`src/rtl/im_fetch_queue_pkg.sv`:
```
// Shared constants and the queue entry layout for the instruction fetch queue.
package im_fetch_queue_pkg;

    localparam int          INSTR_W      = 32;
    localparam logic [31:0] IFQ_RESET_PC = 32'h0000_3000;
    localparam logic [31:0] WORD_STEP    = 32'd4;

    typedef struct packed {
        logic [31:0]        pc;
        logic [INSTR_W-1:0] instr;
    } fq_entry_t;

endpackage

```
`src/rtl/im_fetch_queue_if.sv`:
```
// Redirect, instruction-memory and decode-side handshake bundle of the fetch queue.
interface im_fetch_queue_if;
    import im_fetch_queue_pkg::*;

    logic               redirect_valid;
    logic [31:0]        redirect_pc;
    logic               imem_req_valid;
    logic               imem_req_ready;
    logic [31:0]        imem_req_addr;
    logic               imem_rsp_valid;
    logic [INSTR_W-1:0] imem_rsp_data;
    logic               out_valid;
    logic               out_ready;
    logic [INSTR_W-1:0] out_instr;
    logic [31:0]        out_pc;

    modport master (
        input  redirect_valid, redirect_pc, imem_req_ready, imem_rsp_valid, imem_rsp_data, out_ready,
        output imem_req_valid, imem_req_addr, out_valid, out_instr, out_pc
    );

    modport slave (
        output redirect_valid, redirect_pc, imem_req_ready, imem_rsp_valid, imem_rsp_data, out_ready,
        input  imem_req_valid, imem_req_addr, out_valid, out_instr, out_pc
    );

endinterface

```
`src/rtl/im_fetch_queue_fetch_entry_ram.sv`:
```
// DEPTH-entry {pc, instr} store: pc written at allocation, instr at fill, head read combinationally.
module fetch_entry_ram
    import im_fetch_queue_pkg::*;
#(
    parameter int DEPTH = 4
) (
    input  logic                       clk,
    input  logic                       reset,
    input  logic                       i_alloc_we,
    input  logic [$clog2(DEPTH)-1:0]   i_alloc_idx,
    input  logic [31:0]                i_alloc_pc,
    input  logic                       i_fill_we,
    input  logic [$clog2(DEPTH)-1:0]   i_fill_idx,
    input  logic [INSTR_W-1:0]         i_fill_instr,
    input  logic [$clog2(DEPTH)-1:0]   i_head_idx,
    output fq_entry_t                  o_head
);

    fq_entry_t [DEPTH-1:0] r_mem;

    // The two write ports touch disjoint fields, so they may hit the same entry safely.
    always_ff @(posedge clk or negedge reset) begin
        if (!reset) begin
            r_mem <= '0;
        end else begin
            if (i_alloc_we) r_mem[i_alloc_idx].pc    <= i_alloc_pc;
            if (i_fill_we)  r_mem[i_fill_idx].instr  <= i_fill_instr;
        end
    end

    assign o_head = r_mem[i_head_idx];

endmodule

```
`src/rtl/im_fetch_queue.sv`:
```
// Fetch PC owner: issues in-order word reads, buffers {pc, instr} for decode, flushes on redirect
// and discards responses that were in flight when the flush happened.
module im_fetch_queue
    import im_fetch_queue_pkg::*;
#(
    parameter int          DEPTH    = 4,
    parameter logic [31:0] RESET_PC = IFQ_RESET_PC
) (
    input  logic               clk,
    input  logic               reset,
    im_fetch_queue_if.master   fq
);

    localparam int IW = $clog2(DEPTH);
    localparam int PW = IW + 1;

    logic [PW-1:0] r_alloc_ptr, r_fill_ptr, r_head_ptr, r_drop_cnt;
    logic [31:0]   r_fetch_pc;

    logic [PW-1:0] w_unfilled, w_drop_nxt;
    logic          w_full, w_drop_act, w_req_fire, w_fill, w_pop, w_rsp_take;
    fq_entry_t     w_head;

    assign w_unfilled = r_alloc_ptr - r_fill_ptr;
    assign w_full     = (r_alloc_ptr[PW-1] != r_head_ptr[PW-1]) &&
                        (r_alloc_ptr[IW-1:0] == r_head_ptr[IW-1:0]);
    assign w_drop_act = (r_drop_cnt != '0);

    assign fq.imem_req_valid = reset && !w_full && !fq.redirect_valid && !w_drop_act;
    assign fq.imem_req_addr  = r_fetch_pc;
    assign w_req_fire        = fq.imem_req_valid && fq.imem_req_ready;

    assign w_fill     = fq.imem_rsp_valid && !w_drop_act && (w_unfilled != '0);
    // A response is "used up" either by a pending drop or by an unfilled slot.
    assign w_rsp_take = fq.imem_rsp_valid && (w_drop_act || (w_unfilled != '0));
    assign w_drop_nxt = r_drop_cnt + w_unfilled - PW'(w_rsp_take);

    assign fq.out_valid = (r_fill_ptr != r_head_ptr);
    assign w_pop        = fq.out_valid && fq.out_ready;
    assign fq.out_pc    = w_head.pc;
    assign fq.out_instr = w_head.instr;

    always_ff @(posedge clk or negedge reset) begin
        if (!reset) begin
            r_fetch_pc  <= RESET_PC;
            r_alloc_ptr <= '0;
            r_fill_ptr  <= '0;
            r_head_ptr  <= '0;
            r_drop_cnt  <= '0;
        end else if (fq.redirect_valid) begin
            r_fetch_pc  <= fq.redirect_pc & ~32'h3;
            r_alloc_ptr <= '0;
            r_fill_ptr  <= '0;
            r_head_ptr  <= '0;
            r_drop_cnt  <= w_drop_nxt;
        end else begin
            if (w_req_fire) begin
                r_alloc_ptr <= r_alloc_ptr + PW'(1);
                r_fetch_pc  <= r_fetch_pc + WORD_STEP;
            end
            if (w_fill)                           r_fill_ptr <= r_fill_ptr + PW'(1);
            if (w_pop)                            r_head_ptr <= r_head_ptr + PW'(1);
            if (fq.imem_rsp_valid && w_drop_act)  r_drop_cnt <= r_drop_cnt - PW'(1);
        end
    end

    fetch_entry_ram #(.DEPTH(DEPTH)) u_ram (
        .clk          (clk),
        .reset        (reset),
        .i_alloc_we   (w_req_fire),
        .i_alloc_idx  (r_alloc_ptr[IW-1:0]),
        .i_alloc_pc   (r_fetch_pc),
        .i_fill_we    (w_fill && !fq.redirect_valid),
        .i_fill_idx   (r_fill_ptr[IW-1:0]),
        .i_fill_instr (fq.imem_rsp_data),
        .i_head_idx   (r_head_ptr[IW-1:0]),
        .o_head       (w_head)
    );

    // A response with nothing outstanding and nothing to drop is a memory protocol error.
    a_no_orphan_rsp: assert property (@(posedge clk) disable iff (!reset)
        !(fq.imem_rsp_valid && !w_drop_act && (w_unfilled == '0)));

endmodule

```
`src/flat_wrapper.sv`:
```
// flat-port wrapper written by rule: the top's interface ports become plain ports
module im_fetch_queue_flat import im_fetch_queue_pkg::*;
#(
    parameter int          DEPTH    = 4,
    parameter logic [31:0] RESET_PC = IFQ_RESET_PC
)
  (clk, reset, fq_redirect_valid, fq_redirect_pc, fq_imem_req_ready, fq_imem_rsp_valid, fq_imem_rsp_data, fq_out_ready, fq_imem_req_valid, fq_imem_req_addr, fq_out_valid, fq_out_instr, fq_out_pc);
  im_fetch_queue_if fq_i ();
  input  logic clk;
  input  logic reset;
  input wire logic [$bits(fq_i.redirect_valid)-1:0] fq_redirect_valid;
  input wire logic [$bits(fq_i.redirect_pc)-1:0] fq_redirect_pc;
  input wire logic [$bits(fq_i.imem_req_ready)-1:0] fq_imem_req_ready;
  input wire logic [$bits(fq_i.imem_rsp_valid)-1:0] fq_imem_rsp_valid;
  input wire logic [$bits(fq_i.imem_rsp_data)-1:0] fq_imem_rsp_data;
  input wire logic [$bits(fq_i.out_ready)-1:0] fq_out_ready;
  output wire logic [$bits(fq_i.imem_req_valid)-1:0] fq_imem_req_valid;
  output wire logic [$bits(fq_i.imem_req_addr)-1:0] fq_imem_req_addr;
  output wire logic [$bits(fq_i.out_valid)-1:0] fq_out_valid;
  output wire logic [$bits(fq_i.out_instr)-1:0] fq_out_instr;
  output wire logic [$bits(fq_i.out_pc)-1:0] fq_out_pc;
  assign fq_i.redirect_valid = fq_redirect_valid;
  assign fq_i.redirect_pc = fq_redirect_pc;
  assign fq_i.imem_req_ready = fq_imem_req_ready;
  assign fq_i.imem_rsp_valid = fq_imem_rsp_valid;
  assign fq_i.imem_rsp_data = fq_imem_rsp_data;
  assign fq_i.out_ready = fq_out_ready;
  assign fq_imem_req_valid = fq_i.imem_req_valid;
  assign fq_imem_req_addr = fq_i.imem_req_addr;
  assign fq_out_valid = fq_i.out_valid;
  assign fq_out_instr = fq_i.out_instr;
  assign fq_out_pc = fq_i.out_pc;
  im_fetch_queue #(.DEPTH(DEPTH), .RESET_PC(RESET_PC)) u_core (.clk(clk), .reset(reset), .fq(fq_i));
endmodule
```
`config.mk`:
```
export PLATFORM = sky130hd
export DESIGN_NAME = im_fetch_queue_flat
export DESIGN_NICKNAME = d
export VERILOG_FILES = /design/src/rtl/im_fetch_queue_pkg.sv /design/src/rtl/im_fetch_queue_if.sv /design/src/rtl/im_fetch_queue_fetch_entry_ram.sv /design/src/rtl/im_fetch_queue.sv /design/src/flat_wrapper.sv
export SDC_FILE = /design/constraint.sdc
export NUM_CORES = 1
export LEC_CHECK = 0
export CORE_MARGIN = 2
export CORE_UTILIZATION = 45
export CTS_BUF_LIST = sky130_fd_sc_hd__clkbuf_8 sky130_fd_sc_hd__clkbuf_16
export DETAILED_ROUTE_END_ITERATION = 8
export PLACE_DENSITY_LB_ADDON = 0.12
export SETUP_SLACK_MARGIN = 0.5
export SYNTH_ARGS = -nofsm -noshare
export SYNTH_HDL_FRONTEND = slang
export SYNTH_HIERARCHICAL = 1
export SYNTH_SLANG_ARGS = --single-unit
```
`constraint.sdc`:
```
create_clock -name clk -period 6.9 [get_ports clk]
set_clock_uncertainty 0.05 [all_clocks]
set_input_delay 0.69 -clock clk [delete_from_list [all_inputs] [get_ports clk]]
set_output_delay 0.69 -clock clk [all_outputs]
set_load 0.005 [all_outputs]
```
==> qor.csv, run 1 <==
metric,value,unit
status,completed,
Cell Rows,63,
P&R area growth vs syn,23.2,%
pwr dens,299,nW/µm²
combinational fraction of design power,21.6,%
Die Span Y,178,µm
clk_lat worst skew,520,ps
unrepaired setup endpoints after global routing,no,
Worst setup SP type,flop,
Post-CTS Resized,0,
maxcap violations,0,
Final WS setup,2860,ps
relative max-transition margin,31.4,%
ANT nets after route,0,
Hold Crit Class,input port to async pin,
total congestion overflow,0,
First-pass DRT Iterations,4,
Synth Instances,926,
R2R depth,7,
clock tree sinks,298,
number of buffers created by CTS,35,
CTS tree,built,
peak supply drop,158,µV
# IOs,168,
total leakage power,7.78,nW
crit end category,primary output,
Worst path slowest cell,dfrtp_4,
ratio of cells with drive above 1 in the final layout,35.8,%
die area,31800,µm²
switching share of power,24.7,%
crit path time final,4040,ps
endpoints failing setup,0,
number of antenna violations at the first check in global routing,1,
Synth cell types,52,
worst slew pin tran,1030,ps
first-pass GRT wire length,48400,µm
"commonest non-fill, non-tap cells in the layout","dfrtp_1, mux2_2, clkdlybuf4s50_1",
CTS Root Cell,clkbuf_16,
clk slew on worst S/H paths,60,ps
GP Congestion,0.741,
fillers,2501,
final net count,1178,
Bufs and invs on worst path,2,
Cell Int Power,3.79,mW
total negative slack,0,ps
Max stage delay on crit path,910,ps
"Max FO, Critical Path",35,
worst r2r dst,u_core/u_ram/r_mem[187],
hold buffer count at CTS,0,
final wirelength,30400,µm
Critical R2R Launch,u_core/r_head_ptr[0],
Initial Util,45.9,%
core area,29800,µm²
"Setup Fix Bufs, Post-CTS",0,
via count,8344,
pin count of the biggest net entering global routing,132,
Netlist Area Pre-Place,13700,µm²
CTS Buffer Depth,3,
top cell family by delay on the critical path,buffers and inverters,
cell chain of the critical path,"buf_4, mux4_2, clkdlybuf4s50_1",
P_sw,1.24,mW
"FF+latch count, synth",298,
FF-to-FF setup slack,3110,ps
pre-CTS setup slack,2730,ps
Synth Flop Type,dfrtp_1,
hpwl dp,18300,µm
Seq pwr share,42.3,%
vias in the first global route,8680,
Final period util,58.5,%
Die Width,178,µm
Antenna diodes,0,
Vias/cell,5.53,
max-slew violations,0,
asr flop ratio synth,100,%
GRT Overall Usage,19.7,%
synth warn,6,
max frequency,248,MHz
Worst Setup Path Type,flop to primary output,
synthesized area per cell,14.8,µm²
"most common cell after layout, fill and taps aside",dfrtp_1,
H-tree depth,2,
Remaining DRCs,0,
data arrival time of the worst path,3300,ps
final hold violation count,0,
I/O Buffers,163,
clock share of power,36.1,%
required time worst endpoint,6160,ps
Post-synth EDFFs,0,
sequential share of the synthesized area,54.5,%
Iter 0 DRT Violations,418,
drt wl/cell,20.1,µm
[through the flow]
stage          utilization (%)  instance area (µm²)  total power [mW]  cells  hold slack (ps)
2_1_floorplan                -                13700              2.65    935              344
3_3_place_gp              52.7                15700              3.24   1449              417
3_5_place_dp              52.7                15700              3.26   1449              425
4_1_cts                   56.5                16800              5.11   1510              162
5_1_grt                   56.5                16800              5.29   1510              182
6_report                  56.5                16800              5.03   1510              123
[flip-flops by register name, indices dropped and copies added (netlist names)]
name,count
u_core/r_alloc_ptr,3
u_core/u_ram/r_mem,256
u_core/r_head_ptr,3
u_core/fq.imem_req_addr,30
u_core/r_fill_ptr,3
u_core/r_drop_cnt,3
[kinds of logic (layout without fill, tap and decap cells)]
| family | after synthesis | after routing | share of synthesized area [%] |
|---|---|---|---|
| simple gates | 133 | 133 | 4.95 |
| mux | 323 | 323 | 31.8 |
| buf+inv | 71 | 256 | 2.68 |
| flops | 298 | 298 | 54.5 |
| fa+ha+maj | 12 | 12 | 1.21 |
| xor+xnor | 23 | 23 | 1.57 |
| compound gates | 65 | 65 | 3.17 |
| other cells | 1 | 10 | 0.0274 |
[layout make-up]
cell class	instances	area [µm²]	share of cell area (%)
Inverter	17	66.3	0.394
Clock buffer	43	997	5.92
Multi-Input combinational cell	566	5920	35.1
Sequential cell	298	7470	44.3
Timing Repair Buffer	178	1760	10.4
Clock inverter	18	150	0.891
Tap cell	390	488	2.90
[power groups by stage]
stage                     logic, mW  registers, mW  clock network (mW)
after floorplan               0.555           2.10                   0
after global placement         1.09           2.15                   0
after detailed placement       1.10           2.16                   0
after CTS                      1.11           2.13                1.88
after global routing           1.19           2.16                1.94
final                          1.09           2.13                1.82
[cells in the mapped netlist (2+ instances only)]
cell type	instances	share of area [%]
xor2_1	14	0.90
nand3_1	26	0.95
a31oi_1	3	0.14
clkbuf_1	6	0.16
a21oi_1	9	0.33
nor2b_1	2	0.091
nand2b_1	2	0.091
or3_1	2	0.091
fa_1	2	0.29
mux4_2	64	11
nor3b_2	2	0.18
buf_4	14	0.77
nand4_1	11	0.50
and2_1	2	0.091
nor2_1	19	0.52
nor4_1	3	0.14
a32oi_1	4	0.26
mux2_1	4	0.33
a221o_1	2	0.15
o211ai_1	5	0.27
nand2_1	46	1.3
nand3b_1	4	0.22
xnor2_1	8	0.51
o21ai_0	28	1.0
dfstp_2	2	0.38
and2_0	2	0.091
buf_2	29	1.1
o31a_1	2	0.13
mux2i_1	3	0.22
buf_1	3	0.082
o311ai_0	7	0.45
dfrtp_1	296	54
mux2_2	252	21
inv_1	16	0.44
nor3_1	5	0.18
ha_1	10	0.91
and3_1	2	0.091
[routing by layer]
| layer | vias to the layer above | routed length, µm | global-route usage [%] |
|---|---|---|---|
| li1 | 3773 | - | - |
| met1 | 4374 | 13400 | 26.6 |
| met2 | 164 | 15000 | 32.5 |
| met3 | 33 | 1590 | 4.41 |
| met4 | 0 | 402 | 4.64 |
| met5 | - | 0 | 0 |
[worst max path at each step]
| stage | slack [ps] | end | cells after the start | start |
|---|---|---|---|---|
| 2_1_floorplan | 3740 | u_core/r_drop_cnt[2] | 15 | u_core/r_alloc_ptr[0] |
| 3_3_place_gp | 2720 | u_core/u_ram/r_mem[190] | 8 | reset |
| 3_5_place_dp | 2730 | u_core/u_ram/r_mem[187] | 8 | reset |
| 4_1_cts | 2740 | fq_out_pc[24] | 3 | u_core/r_head_ptr[0] |
| 5_1_grt | 2620 | fq_out_pc[24] | 3 | u_core/r_head_ptr[0] |
| 6_report | 2860 | fq_out_pc[23] | 3 | u_core/r_head_ptr[0] |
(Power assumes the default switching activity.)
==> run 2, diff against run 1 <==
==> constraint.sdc (replaced) <==
create_clock -name clk -period 3.3 [get_ports clk]
set_clock_uncertainty 0.05 [all_clocks]
set_input_delay 0.33 -clock clk [delete_from_list [all_inputs] [get_ports clk]]
set_output_delay 0.33 -clock clk [all_outputs]
set_load 0.005 [all_outputs]
==> qor.csv, run 2 (same netlist as run 1, synthesis figures left out) <==
metric,value,unit,change
status,completed,,unchanged
cell chain of the critical path,"ha_2, fa_2, xnor3_1, nand3_2, nand2_1, nand2_1, ha_1, inv_1, ha_2, fa_2, xor2_2, xnor2_1, a21oi_1, xnor2_1",,"was buf_4, mux4_2, clkdlybuf4s50_1"
endpoints failing setup,0,,unchanged
pwr dens,627,nW/µm²,was 299 nW/µm²
H-tree depth,2,,unchanged
die area,31800,µm²,unchanged
final hold violation count,0,,unchanged
total leakage power,7.92,nW,was 7.78 nW
CTS Buffer Depth,3,,unchanged
Hold Crit Class,input port to async pin,,unchanged
CP Capture Point,u_core/r_drop_cnt[2],,was fq_out_pc[23]
data arrival time of the worst path,3240,ps,was 3300 ps
via count,8393,,was 8344
final core utilization,57.7,%,was 56.5%
Final period util,88.3,%,
Vias/cell,5.50,,was 5.53
ANT nets after route,0,,unchanged
final net count,1192,,was 1178
total congestion overflow,0,,unchanged
Biggest register,u_core/u_ram/r_mem,,unchanged
GRT Overall Usage,20.2,%,was 19.7%
number of buffers created by CTS,35,,unchanged
clk slew on worst S/H paths,60,ps,about the same
Worst setup SP type,flop,,unchanged
Initial Util,45.9,%,unchanged
"commonest non-fill, non-tap cells in the layout","dfrtp_1, mux2_2, clkdlybuf4s50_1",,unchanged
drt wl/cell,20.6,µm,was 20.1 µm
Die Width,178,µm,unchanged
core area,29800,µm²,unchanged
vias in the first global route,8960,,was 8680
Worst Setup Path Type,flop to flop,,was flop to primary output
number of antenna violations at the first check in global routing,1,,unchanged
Die Span Y,178,µm,unchanged
Final WS setup,386,ps,was 2860 ps
unrepaired setup endpoints after global routing,yes,,was no
Largest register FFs,256,,unchanged
Max stage delay on crit path,400,ps,was 910 ps
worst slew pin tran,982,ps,was 1030 ps
required time worst endpoint,3630,ps,was 6160 ps
crit path time final,2910,ps,
crit end category,flop,,was primary output
final wirelength,31500,µm,was 30400 µm
pin count of the biggest net entering global routing,161,,was 132
worst r2r dst,u_core/r_drop_cnt[2],,was u_core/u_ram/r_mem[187]
pre-CTS setup slack,290,ps,was 2730 ps
relative max-transition margin,34.5,%,was 31.4%
hpwl dp,17900,µm,was 18300 µm
total negative slack,0,ps,unchanged
CTS tree,built,,unchanged
Critical Path Start,u_core/r_fill_ptr[0],,was u_core/r_head_ptr[0]
CTS Root Cell,clkbuf_16,,unchanged
I/O Buffers,163,,unchanged
clk_lat worst skew,500,ps,was 520 ps
area of placed instances,15900,µm²,was 15700 µm²
Worst path slowest cell,dfrtp_2,,was dfrtp_4
Iter 0 DRT Violations,396,,was 418
FF-to-FF setup slack,390,ps,was 3110 ps
R2R depth,14,,was 7
first-pass GRT wire length,49900,µm,was 48400 µm
First-pass DRT Iterations,4,,unchanged
maxcap violations,0,,unchanged
max frequency,343,MHz,
max-slew violations,0,,unchanged
P&R area growth vs syn,25.7,%,was 23.2%
peak supply drop,442,µV,was 158 µV
ratio of cells with drive above 1 in the final layout,37.7,%,was 35.8%
Remaining DRCs,0,,unchanged
# IOs,168,,unchanged
"most common cell after layout, fill and taps aside",dfrtp_1,,unchanged
"Max FO, Critical Path",3,,was 35
clock tree sinks,298,,unchanged
Cell Rows,63,,unchanged
GP Congestion,0.736,,was 0.741
Critical R2R Launch,u_core/r_fill_ptr[0],,was u_core/r_head_ptr[0]
final instance area,17200,µm²,was 16800 µm²
run 2: worst max-delay path: cells and delay by family, from the launching register on:
| family | cells | cell delay, ps |
|---|---|---|
| flops | 1 | 400 |
| simple gates | 3 | 230 |
| buf+inv | 1 | 40 |
| xor+xnor | 4 | 700 |
| fa+ha+maj | 5 | 1280 |
| compound gates | 1 | 90 |
run 2: how the worst min path moves through the flow:
stage | start | endpoint | depth (start not counted)
5_1_grt | reset | u_core/u_ram/r_mem[74] | 2
3_5_place_dp | reset | u_core/u_ram/r_mem[74] | 1
3_3_place_gp | reset | u_core/u_ram/r_mem[74] | 1
2_1_floorplan | reset | u_core/fq.imem_req_addr[10] | 0
6_report | reset | u_core/u_ram/r_mem[74] | 2
4_1_cts | reset | u_core/u_ram/r_mem[64] | 2
run 2: per-stage QoR:
| step | hold WS, ps | instances | total power, mW |
|---|---|---|---|
| after floorplan | -15.6 | 935 | 5.55 |
| after global routing | 186 | 1524 | 11.3 |
| after global placement | 101 | 1458 | 6.79 |
| final | 185 | 1525 | 10.8 |
| after CTS | 173 | 1522 | 10.9 |
| after detailed placement | 98.7 | 1458 | 6.83 |
run 2: metal layers:
layer,up-vias,GRT usage (%),routed length (µm),share of wire (%)
li1,3806,-,-,-
met1,4362,27.6,14000,45
met2,187,33.3,15100,48
met3,38,4.92,1910,6.1
met4,0,4.03,418,1.3
met5,-,0,0,0
run 2: timing repair:
item                                    in CTS  in global routing
buffers inserted                             1                  0
endpoints found under the setup margin      97                 94
resized for setup                            2                  3
hold buffers                                 1                  0
gates cloned                                 1                  2
pin swaps                                    0                  3
hold endpoints to repair                    14                  0
run 2: cell type report:
type / count / area (µm²)
diodes: 1 / 2.50
clock buffers: 47 / 1040
well taps: 390 / 488
fillers: 2410 / 12600
flip-flops and latches: 298 / 7470
repair buffers: 192 / 2010
clock inverters: 14 / 174
multi-input cells: 566 / 5940
inverters: 17 / 66.3
run 2: report_power, final:
part	switching, mW	internal [mW]
registers	0.315	4.12
logic	0.801	1.54
clock network	1.48	2.52
total	2.60	8.17
